## config.mk

```make
export PLATFORM = sky130hd
export DESIGN_NAME = interval_timer
export DESIGN_NICKNAME = d
export VERILOG_FILES = /design/src/rtl/traffic_pkg.sv /design/src/rtl/down_counter.sv /design/src/rtl/interval_timer.sv
export SDC_FILE = /design/constraint.sdc
export NUM_CORES = 1
export LEC_CHECK = 0
export BUFFER_PORTS_ARGS = -buffer_cell sky130_fd_sc_hd__buf_2
export CAP_MARGIN = 20
export CORE_AREA = 2 2 39 41
export CTS_CLUSTER_SIZE = 12
export DETAILED_ROUTE_END_ITERATION = 6
export DIE_AREA = 0 0 41 43
export HOLD_SLACK_MARGIN = 0.08
export PLACE_DENSITY = 0.42
export SYNTH_ARGS = -nofsm -noshare
export SYNTH_HDL_FRONTEND = slang
export SYNTH_SLANG_ARGS = --single-unit
```

## constraint.sdc

```tcl
create_clock -name clk -period 2 [get_ports clk]
set_clock_uncertainty 0.15 [all_clocks]
set_input_delay 0.1 -clock clk [delete_from_list [all_inputs] [get_ports clk]]
set_output_delay 0.1 -clock clk [all_outputs]
set_load 0.05 [all_outputs]
```

## src/rtl/traffic_pkg.sv

```systemverilog
// rtl/traffic_pkg.sv - shared types and constants for the traffic-light timer blocks
package traffic_pkg;

    localparam int TIME_W = 4;

    typedef enum logic {
        IDLE    = 1'b0,
        RUNNING = 1'b1
    } timer_state_t;

endpackage

```

## src/rtl/down_counter.sv

```systemverilog
// rtl/down_counter.sv - loadable down-counter with zero flag; decrement saturates at zero
module down_counter
    import traffic_pkg::*;
#(
    parameter int WIDTH = TIME_W
) (
    input  logic             clk,
    input  logic             rst_n,
    input  logic             load_i,
    input  logic             dec_i,
    input  logic [WIDTH-1:0] value_i,
    output logic [WIDTH-1:0] count_o,
    output logic             zero_o
);

    logic [WIDTH-1:0] count_q;
    logic [WIDTH-1:0] count_d;

    // Load has priority so a start coinciding with a tick discards the tick.
    always_comb begin
        count_d = count_q;
        if (load_i) begin
            count_d = value_i;
        end else if (dec_i && (count_q != '0)) begin
            count_d = count_q - WIDTH'(1);
        end
    end

    always_ff @(posedge clk or negedge rst_n) begin
        if (!rst_n) begin
            count_q <= '0;
        end else begin
            count_q <= count_d;
        end
    end

    assign count_o = count_q;
    assign zero_o  = (count_q == '0);

endmodule

```

## src/rtl/interval_timer.sv

```systemverilog
// rtl/interval_timer.sv - seconds down-counter that pulses expired when a started interval elapses
module interval_timer
    import traffic_pkg::*;
#(
    parameter int WIDTH = TIME_W
) (
    input  logic             clk,
    input  logic             reset_global,
    input  logic             start_timer,
    input  logic [WIDTH-1:0] time_param_output_value,
    input  logic             enable_1Hz,
    output logic             expired
);

    timer_state_t     state_q;
    timer_state_t     state_d;
    logic             expired_q;
    logic             expired_d;
    logic             cnt_load;
    logic             cnt_dec;
    logic [WIDTH-1:0] cnt_value;
    logic             cnt_zero;

    down_counter #(
        .WIDTH (WIDTH)
    ) u_down_counter (
        .clk     (clk),
        .rst_n   (reset_global),
        .load_i  (cnt_load),
        .dec_i   (cnt_dec),
        .value_i (time_param_output_value),
        .count_o (cnt_value),
        .zero_o  (cnt_zero)
    );

    always_comb begin
        state_d   = state_q;
        expired_d = 1'b0;
        cnt_load  = 1'b0;
        cnt_dec   = 1'b0;
        case (state_q)
            IDLE: begin
                if (start_timer) begin
                    cnt_load = 1'b1;
                    state_d  = RUNNING;
                end
            end
            RUNNING: begin
                if (start_timer) begin
                    cnt_load = 1'b1;
                end else if (cnt_zero) begin
                    // A zero-length interval expires without needing any tick.
                    expired_d = 1'b1;
                    state_d   = IDLE;
                end else if (enable_1Hz) begin
                    cnt_dec = 1'b1;
                    if (cnt_value == WIDTH'(1)) begin
                        expired_d = 1'b1;
                        state_d   = IDLE;
                    end
                end
            end
            default: begin
                state_d = IDLE;
            end
        endcase
    end

    always_ff @(posedge clk or negedge reset_global) begin
        if (!reset_global) begin
            state_q   <= IDLE;
            expired_q <= 1'b0;
        end else begin
            state_q   <= state_d;
            expired_q <= expired_d;
        end
    end

    assign expired = expired_q;

endmodule

```

==> flow_summary_export.csv, run 1 <==
group,metric,value,unit
status,outcome,"finished, final reports clean",
cells_and_area,fin_nets,70,
logic_synthesis,synth-adder-area-share,7.246,%
logic_synthesis,syn_avg_cell_area,9.088,sq um
sta,final-max-slew-violation-count,0,
sta,setup_tns,0,ns
floorplanning,fp.dieW,41,um
sta,hold_slack,0.1015,ns
worst_setup_path,cp.arrival,1.85,ns
cells_and_area,antennaDiodeCount,0,
cts,insertion_delay,0.25,ns
placed_design,portBuffers,8,
cts,cts.sinks,6,
route,drtAntennaViolNets,0,
sta,max_slew_margin,80.13,%
cts,post_cts_buffers,0,
logic_synthesis,yosysSeqAreaShare,43.48,%
logic_synthesis,synth_seq_cells,6,
floorplanning,io_pins,9,
logic_synthesis,synth_compound_area_share,19.57,%
cells_and_area,drive_gt1_share,24.14,%
logic_synthesis,synth_common_cells,"dfrtp_1, nor2_1, inv_1",
floorplanning,fp.dieH,43,um
logic_synthesis,syn_nets,48,
sta,setup_violations,0,
logic_synthesis,synth_area_leaders,"dfrtp_1, ha_1, nor2_1",
cts,cts_buffers,3,
global_route,antenna_found_initial,0,
cts,cts_tree,"built",
logic_synthesis,syn_inst,38,
logic_synthesis,synth_cell_type_count,21,
global_route,grt_start_max_net_pins,7,
pwr,leakagePower,0.2514,nW
global_route,first_global_vias,373,
logic_synthesis,synth.most_common_cell,"dfrtp_1",
sta,layout_min_cycle_time,1.871,ns
floorplanning,core-area,1384,sq um
pwr,p_per_area,661.9,nW/um^2
logic_synthesis,synth_top_family_by_area,"simple AND/OR/NAND/NOR gates",
logic_synthesis,yosysTopAreaCell,"dfrtp_1",
worst_setup_path,r2r_cells,6,
hold_path,min_delay_worst_endpoint,"expired",
hold_path,hp-start,"start_timer",
route,post_drt_wl_per_cell,11.16,um
global_route,grt_pass1_wl,1531,um
logic_synthesis,yosys.area_share.xor_xnor,0,%
logic_synthesis,muxShareOfSynthArea,2.899,%
worst_setup_path,r2r_end,"state_q",
sta,finalCritPeriodShare,93.57,%
placed_design,detailed_place_hpwl,561.1,um
global_route,grt_use_total,13.31,%
cells_and_area,final_cells,74,
worst_setup_path,reg2reg_slack,0.13,ns
logic_synthesis,synth_area,345.3,sq um
placed_design,placedCellCount,60,
sta,rsz0062_at_grt,"no",
cts,htreeDepth,1,
cts,clkSlewWorstSetupHoldPaths,0.05,ns
logic_synthesis,synth_top_area_share,43.48,%
sta,worstMarginPinSlew,0.2970,ns
sta,hold_violations,0,
worst_setup_path,rr_startpoint,"u_down_counter.count_o[0]",
pwr,ir_drop,0.2865,mV
floorplanning,die_area,1763,sq um
worst_setup_path,start_kind,"register",
route,first_iter_violations,5,
route,drc,0,
floorplanning,num_rows,14,
hold_path,hold_depth,3,
worst_setup_path,worstSetupPathType,"register to register",
logic_synthesis,yosysWarnings,0,
logic_synthesis,synthSimpleGateAreaFrac,21.38,%
cts,clk_path_buf_depth,2,
worst_setup_path,crit_fanout,4,
job,cap_violations,0,
worst_setup_path,worstSetupEndpointType,"register",
sta,timing.fmax,534.3,MHz
cells_and_area,fill_cells,148,
placed_design,gp_congestion,0.6997,
worst_setup_path,required,1.98,ns
cells_and_area,areaGrowthSynthToFinish,55.43,%
route,dr.pass1.iters,4,
route,wl,826,um
route,num_vias,340,
cells_and_area,ff_latch_area,150.1,sq um
hold_path,hold_path.class,"input port to register",
cells_and_area,multi_input_area,182.7,sq um
route,via_per_inst,4.595,
logic_synthesis,ys.flop_type,"dfrtp_1",
logic_synthesis,synth_edf_count,0,
floorplanning,start_util,24.95,%
global_route,overflow,0,
cts,cts_root_buf,"clkbuf_4",
logic_synthesis,synthArstFlopShare,100.0,%
## metal layers
layer	GRT usage (%)	vias up	part of all wire, %
met1	15.31	160	41
met3	3.141	2	5.2
met4	8.000	0	2.1
li1	-	171	-
met2	20.94	7	52
met5	0	-	0
## power breakdown
group	total [mW]	switching, mW	internal (mW)
Sequential	0.148	0.0135	0.135
Combinational	0.0919	0.0411	0.0508
Clock	0.115	0.0471	0.0681
## worst max-delay path, cell delays in order (launching register included)
cell	delay (ns)
dfrtp_1	0.39
inv_1	0.10
ha_1	0.23
a21oi_1	0.08
nor4_2	0.17
nor2_1	0.08
dlygate4sd3_1	0.55
## per-stage QoR
| stage | setup slack [ns] | util [%] | total power, mW | cell area, sq um |
|---|---|---|---|---|
| 3_3_place_gp | 0.3419 | 28.75 | 0.2182 | 397.9 |
| 3_5_place_dp | 0.2985 | 28.75 | 0.2199 | 397.9 |
| 5_1_grt | 0.002057 | 38.79 | 0.3817 | 536.8 |
| 4_1_cts | 0.05107 | 39.06 | 0.3595 | 540.5 |
| 2_1_floorplan | 0.4185 | - | 0.1992 | 345.3 |
| 6_report | 0.1285 | 38.79 | 0.3553 | 536.8 |
## logic make-up after synthesis
kind of cell,count (synthesis)
and+or+nand+nor,14
AOI/OAI and AO/OA,10
DFF,6
buffers and inverters,5
adders and majority gates,2
muxes,1
## how the worst max path moves through the flow
stage / startpoint / end / cells past startpoint
after floorplan: u_down_counter.count_o[0] / u_down_counter.count_o[0] / 5
after global placement: u_down_counter.count_o[0] / u_down_counter.count_o[0] / 5
after detailed placement: u_down_counter.count_o[0] / u_down_counter.count_o[0] / 5
after CTS: time_param_output_value[2] / u_down_counter.count_o[2] / 6
after global routing: u_down_counter.count_o[0] / u_down_counter.count_o[2] / 6
final: u_down_counter.count_o[0] / state_q / 6
## timing repair
action,CTS,global route
gates resized for setup,0,1
hold buffers,12,0
endpoints found under the setup margin,0,2
hold endpoints to repair,11,0
## flip-flops by register name (all words and copies together) (netlist names)
register and cells:
u_down_counter.count_o 4, expired 1, state_q 1
## area by class of cell
type                            count  area share (%)
Multi-Input combinational cell     27           34.03
Clock buffer                        3           4.196
Sequential cell                     6           27.97
Inverter                            3           2.098
Timing Repair Buffer               19           27.97
Tap cell                           16           3.730
## cell usage in the layout (no fill, tap or decap)
cell type      count
nor2b_1            1
dfrtp_1            6
nor3_1             1
buf_2              8
ha_1               2
nor4_2             1
a31o_1             1
nor2_1             4
dlygate4sd3_1     11
nand3_1            2
clkbuf_4           3
a31oi_1            2
nand2_1            2
inv_1              3
a21bo_2            1
or3b_4             1
a21o_1             1
and2_1             2
a2bb2oi_1          1
a21oi_1            2
mux2i_1            1
o21ai_0            1
o21ai_1            1
(Power assumes the default switching activity.)
==> run 2, diff against run 1 <==
--- a/config.mk
+++ b/config.mk
@@ -7,12 +7,15 @@
 export LEC_CHECK = 0
 export BUFFER_PORTS_ARGS = -buffer_cell sky130_fd_sc_hd__buf_2
 export CAP_MARGIN = 20
-export CORE_AREA = 2 2 39 41
+export CELL_PAD_IN_SITES_DETAIL_PLACEMENT = 2
+export CELL_PAD_IN_SITES_GLOBAL_PLACEMENT = 2
+export CORE_AREA = 2 2 40 42
 export CTS_CLUSTER_SIZE = 12
 export DETAILED_ROUTE_END_ITERATION = 6
-export DIE_AREA = 0 0 41 43
+export DIE_AREA = 0 0 42 44
 export HOLD_SLACK_MARGIN = 0.08
-export PLACE_DENSITY = 0.42
+export PLACE_DENSITY = 0.65
 export SYNTH_ARGS = -nofsm -noshare
 export SYNTH_HDL_FRONTEND = slang
+export SYNTH_HIERARCHICAL = 1
 export SYNTH_SLANG_ARGS = --single-unit
==> flow_summary_export.csv, run 2 <==
group,metric,value,unit
worst_setup_path,start_kind,"register",
cts,insertion_delay,0.25,ns
logic_synthesis,syn_avg_cell_area,10.65,sq um
global_route,grt_use_total,13.72,%
sta,final-max-slew-violation-count,0,
route,num_vias,390,
global_route,grt_pass1_wl,1842,um
cts,cts_tree,"built",
pwr,leakagePower,0.2581,nW
floorplanning,fp.dieW,42,um
sta,setup_tns,0,ns
floorplanning,core-area,1419,sq um
logic_synthesis,synth_common_cells,"dfrtp_1, inv_1, nand2_1, nor3_1",
cts,clk_path_buf_depth,2,
route,drc,0,
pwr,intPower,0.2653,mW
floorplanning,fp.dieH,44,um
logic_synthesis,yosysWarnings,6,
route,post_drt_wl_per_cell,14.11,um
global_route,first_global_vias,418,
placed_design,portBuffers,8,
logic_synthesis,synthArstFlopShare,100.0,%
cells_and_area,multi_input_area,229.0,sq um
logic_synthesis,synth_area_leaders,"dfrtp_1, nor4b_2, nor3_1",
sta,worstMarginPinSlew,0.3162,ns
worst_setup_path,required,1.98,ns
route,drtAntennaViolNets,0,
pwr,p_switching,0.1203,mW
route,first_iter_violations,2,
cells_and_area,drive_gt1_share,41.38,%
route,dr.pass1.iters,3,
pwr,p_per_area,671.4,nW/um^2
cells_and_area,fin_area,574.3,sq um
global_route,overflow,0,
global_route,grt_start_max_net_pins,16,
cells_and_area,fill_cells,165,
logic_synthesis,synth_cell_type_count,23,
sta,timing.fmax,510.8,MHz
logic_synthesis,syn_nets,46,
sta,rsz0062_at_grt,"yes",
worst_setup_path,worstSetupEndpointType,"register",
sta,fin_ws,0.04230,ns
sta,setup_violations,0,
global_route,antenna_found_initial,0,
pwr,swShare,31.20,%
placed_design,dpl_worst_slack,0.002496,ns
worst_setup_path,cp.arrival,1.94,ns
cts,htreeDepth,1,
cells_and_area,ff_latch_area,150.1,sq um
route,via_per_inst,5.270,
route,wl,1044,um
status,outcome,"finished, final reports clean",
logic_synthesis,synth_edf_count,0,
pwr,p_comb_share,29.9,%
floorplanning,num_rows,14,
cts,cts_root_buf,"clkbuf_4",
logic_synthesis,synth_area,394.1,sq um
cts,cts.sinks,6,
placed_design,gp_congestion,0.6953,
floorplanning,start_util,27.78,%
cells_and_area,layout_common_cells,"buf_2, dfrtp_1, dlygate4sd3_1",
logic_synthesis,synth_top_area_share,38.10,%
cells_and_area,areaGrowthSynthToFinish,45.71,%
logic_synthesis,synth_seq_cells,6,
pwr,ir_drop,0.3119,mV
floorplanning,io_pins,9,
hold_path,hold_path.class,"input port to register",
cells_and_area,fin_nets,69,
job,cap_violations,0,
cells_and_area,largest_reg_flops,4,
cells_and_area,final_common_cell,"buf_2",
sta,hold_violations,0,
logic_synthesis,syn_inst,37,
cts,clkSlewWorstSetupHoldPaths,0.05,ns
logic_synthesis,yosysTopAreaCell,"dfrtp_1",
pwr,power.total,0.3856,mW
sta,layout_min_cycle_time,1.958,ns
pwr,p_seq_share,38.9,%
cells_and_area,antennaDiodeCount,0,
sta,finalCritPeriodShare,97.89,%
placed_design,detailed_place_hpwl,767.5,um
worst_setup_path,crit_fanout,4,
sta,max_slew_margin,78.85,%
logic_synthesis,ys.flop_type,"dfrtp_1",
logic_synthesis,synth.most_common_cell,"dfrtp_1",
cts,cts_buffers,3,
placed_design,place_area,473.0,sq um
floorplanning,die_area,1848,sq um
logic_synthesis,yosysSeqAreaShare,38.10,%
pwr,p_clk_share,31.2,%
worst_setup_path,worstSetupPathType,"register to register",
-- run 2: cell types whose count changed after synthesis, sizes merged, moves of 2 or more --
cell / delta
a31oi: -2
and2: -2
clkbuf: -2
nand3: -2
nor2: -3
nor3: +2
nor3b: +2
nor4b: +2
-- run 2: through the flow --
| stage | hold WS (ns) | utilization (%) | instances |
|---|---|---|---|
| 5_1_grt | 0.09804 | 40.48 | 74 |
| 6_report | 0.08731 | 40.48 | 74 |
| 3_3_place_gp | -0.2131 | 33.33 | 64 |
| 2_1_floorplan | -0.3456 | - | 37 |
| 4_1_cts | 0.08407 | 39.77 | 73 |
| 3_5_place_dp | -0.2105 | 33.33 | 64 |
-- run 2: kinds of logic after synthesis --
logic type | count (synthesis) | share of synthesized area [%]
and+or+nand+nor | 16 | 32.06
adders and majority gates | 1 | 3.174
AOI/OAI and AO/OA | 9 | 20.00
DFF | 6 | 38.09
buffers and inverters | 5 | 6.665
-- run 2: critical path, cell delays in order, from the launching register on --
cell and delay, ns:
dfrtp_1 0.35, inv_1 0.05, ha_2 0.18, nor3b_2 0.16
and4bb_2 0.36, nor4b_4 0.24, nor3b_1 0.08, a221o_1 0.27
-- run 2: layer usage --
metal / up-vias / global-route usage, % / part of all wire [%]
li1: 184 / - / -
met1: 193 / 15.23 / 44
met2: 10 / 24.69 / 50
met3: 3 / 2.500 / 3.4
met4: 0 / 7.742 / 1.6
met5: - / 0 / 0
-- run 2: worst paths after layout --
path	start	endpoint	slack [ns]	cells after the start
min in group asynchronous	reset_global	state_q	0.64	3
worst min-delay path	enable_1Hz	state_q	0.09	3
worst max-delay path	u_down_counter/count_o[0]	u_down_counter/count_o[3]	0.04	7
worst max register to register	u_down_counter/count_o[0]	u_down_counter/count_o[3]	0.04	7
worst min register to register	state_q	expired	0.46	1
max in group asynchronous	reset_global	u_down_counter/count_o[3]	0.82	3
-- run 2: area by class of cell --
type,count,area share (%)
clock buffers,3,3.922
inverters,4,2.614
multi-input cells,26,39.87
flip-flops and latches,6,26.14
well taps,16,3.486
repair buffers,19,23.97
-- run 2: what timing repair did --
| action | CTS | global route |
|---|---|---|
| hold endpoints to repair | 10 | 0 |
| gates resized for setup | 1 | 2 |
| pin swaps | 0 | 1 |
| hold buffers | 6 | 0 |
| setup buffers | 0 | 1 |
| setup endpoints to repair | 1 | 3 |
-- run 2: power groups by stage --
| stage | clock [mW] | combinational [mW] | sequential (mW) |
|---|---|---|---|
| after global placement | 0 | 0.0912 | 0.150 |
| after CTS | 0.124 | 0.112 | 0.151 |
| after floorplan | 0 | 0.0524 | 0.156 |
| after global routing | 0.128 | 0.126 | 0.152 |
| after detailed placement | 0 | 0.0985 | 0.152 |
| final | 0.120 | 0.115 | 0.150 |
==> run 3, diff against run 2 <==
--- a/config.mk
+++ b/config.mk
@@ -14,7 +14,7 @@
 export DETAILED_ROUTE_END_ITERATION = 6
 export DIE_AREA = 0 0 42 44
 export HOLD_SLACK_MARGIN = 0.08
-export PLACE_DENSITY = 0.65
+export PLACE_DENSITY_LB_ADDON = 0.25
 export SYNTH_ARGS = -nofsm -noshare
 export SYNTH_HDL_FRONTEND = slang
 export SYNTH_HIERARCHICAL = 1
==> flow_summary_export.csv, run 3 (synthesized netlist as in run 2, its figures left out) <==
group,metric,value,unit
global_route,first_global_vias,442,
floorplanning,start_util,27.78,%
sta,fin_ws,-0.008602,ns
sta,rsz0062_at_grt,"yes",
global_route,overflow,0,
pwr,leakagePower,0.2797,nW
cts,cts_root_buf,"clkbuf_4",
sta,timing.fmax,497.9,MHz
route,wl,1287,um
cts,cts_buffers,3,
worst_setup_path,cp.arrival,1.98,ns
route,via_per_inst,5.143,
sta,finalCritPeriodShare,100.4,%
cells_and_area,largest_reg_flops,4,
cells_and_area,antennaDiodeCount,0,
cells_and_area,fin_util,43.83,%
sta,hold_violations,0,
job,cap_violations,0,
sta,max_slew_margin,77.89,%
global_route,grt_pass1_wl,2028,um
placed_design,portBuffers,8,
status,violations,"setup timing",
global_route,antenna_found_initial,0,
cts,insertion_delay,0.24,ns
worst_setup_path,required,1.97,ns
floorplanning,die_area,1848,sq um
cts,clkSlewWorstSetupHoldPaths,0.05,ns
placed_design,gp_congestion,0.7674,
hold_path,hold_path.class,"input port to register",
floorplanning,fp.dieW,42,um
cells_and_area,areaGrowthSynthToFinish,57.78,%
sta,layout_min_cycle_time,2.009,ns
global_route,grt_start_max_net_pins,16,
pwr,p_per_area,652.7,nW/um^2
status,outcome,"finished, violations left",
worst_setup_path,start_kind,"register",
cts,cts.sinks,6,
route,drtAntennaViolNets,0,
route,post_drt_wl_per_cell,16.71,um
sta,worstMarginPinSlew,0.3291,ns
route,first_iter_violations,0,
cells_and_area,fin_nets,72,
cts,clk_path_buf_depth,2,
route,dr.pass1.iters,1,
floorplanning,core-area,1419,sq um
floorplanning,io_pins,9,
route,drc,0,
cts,htreeDepth,1,
worst_setup_path,crit_fanout,4,
cells_and_area,drive_gt1_share,50.82,%
worst_setup_path,worstSetupEndpointType,"register",
sta,setup_violations,1,
cells_and_area,layout_common_cells,"buf_2, buf_4, dfrtp_1, dlygate4sd3_1",
route,num_vias,396,
floorplanning,num_rows,14,
pwr,power.total,0.4059,mW
global_route,grt_use_total,15.50,%
worst_setup_path,worstSetupPathType,"register to register",
cts,cts_tree,"built",
cells_and_area,fill_cells,159,
placed_design,detailed_place_hpwl,862.6,um
floorplanning,fp.dieH,44,um
pwr,ir_drop,0.3055,mV
sta,final-max-slew-violation-count,0,
[run 3: cell count changes in the layout (fill, tap and decap cells not counted), sizes merged]
cell | before | now
buf | 13 | 16
[run 3: per-stage QoR]
step	setup slack (ns)	area (sq um)	instances	hold WS (ns)	setup TNS (ns)
floorplan	0.004955	394.1	37	-0.3456	0
global placement	0.08423	473.0	64	-0.2152	0
detailed placement	0.002056	473.0	64	-0.2111	0
CTS	-0.008101	559.3	73	0.1029	-0.01374
global route	-0.08137	621.8	77	0.09519	-0.09537
finish	-0.008602	621.8	77	0.1015	-0.008602
[run 3: cell type report]
type	instances	area (sq um)	area share [%]
inverter	4	15.01	2.414
sequential	6	150.1	24.14
clock buffer	3	22.52	3.622
timing repair buffer	22	160.2	25.75
tap	16	20.02	3.219
multi-input combinational	26	254.0	40.85
[run 3: timing repair]
| item | CTS | global route |
|---|---|---|
| setup buffers | 0 | 4 |
| pin swaps | 1 | 3 |
| hold endpoints to repair | 10 | 0 |
| resized for setup | 1 | 8 |
| hold buffers | 6 | 0 |
| setup endpoints to repair | 1 | 3 |
[run 3: critical path: stages, from the launching register on]
cell and delay [ns]:
dfrtp_1 0.36, inv_2 0.05, ha_4 0.15, nor3b_4 0.14, and4bb_2 0.36, nor4b_4 0.30, nor3b_2 0.10, a221o_1 0.26
[run 3: power breakdown]
group,internal (mW),total (mW),leakage [nW],switching [mW]
Combinational,0.0746,0.138,0.195,0.0633
Clock,0.0681,0.114,0.0138,0.0462
Sequential,0.135,0.154,0.0712,0.0184
Total,0.278,0.406,0.280,0.128
[run 3: routing by layer]
| metal | global-route usage (%) | vias to the layer above | routed length [um] |
|---|---|---|---|
| met2 | 30.63 | 7 | 749 |
| met5 | 0 | - | 0 |
| met4 | 5.806 | 0 | 0 |
| li1 | - | 192 | - |
| met3 | 5.000 | 0 | 35 |
| met1 | 14.80 | 197 | 502 |
[run 3: worst paths after layout]
kind | start | endpoint | slack (ns) | depth (start not counted)
max | u_down_counter/count_o[0] | u_down_counter/count_o[3] | -0.009 | 7
min | enable_1Hz | state_q | 0.10 | 3
max reg2reg | u_down_counter/count_o[0] | u_down_counter/count_o[3] | -0.009 | 7
min reg2reg | state_q | expired | 0.46 | 1
max in group asynchronous | reset_global | u_down_counter/count_o[2] | 0.79 | 3
min in group asynchronous | reset_global | state_q | 0.67 | 3
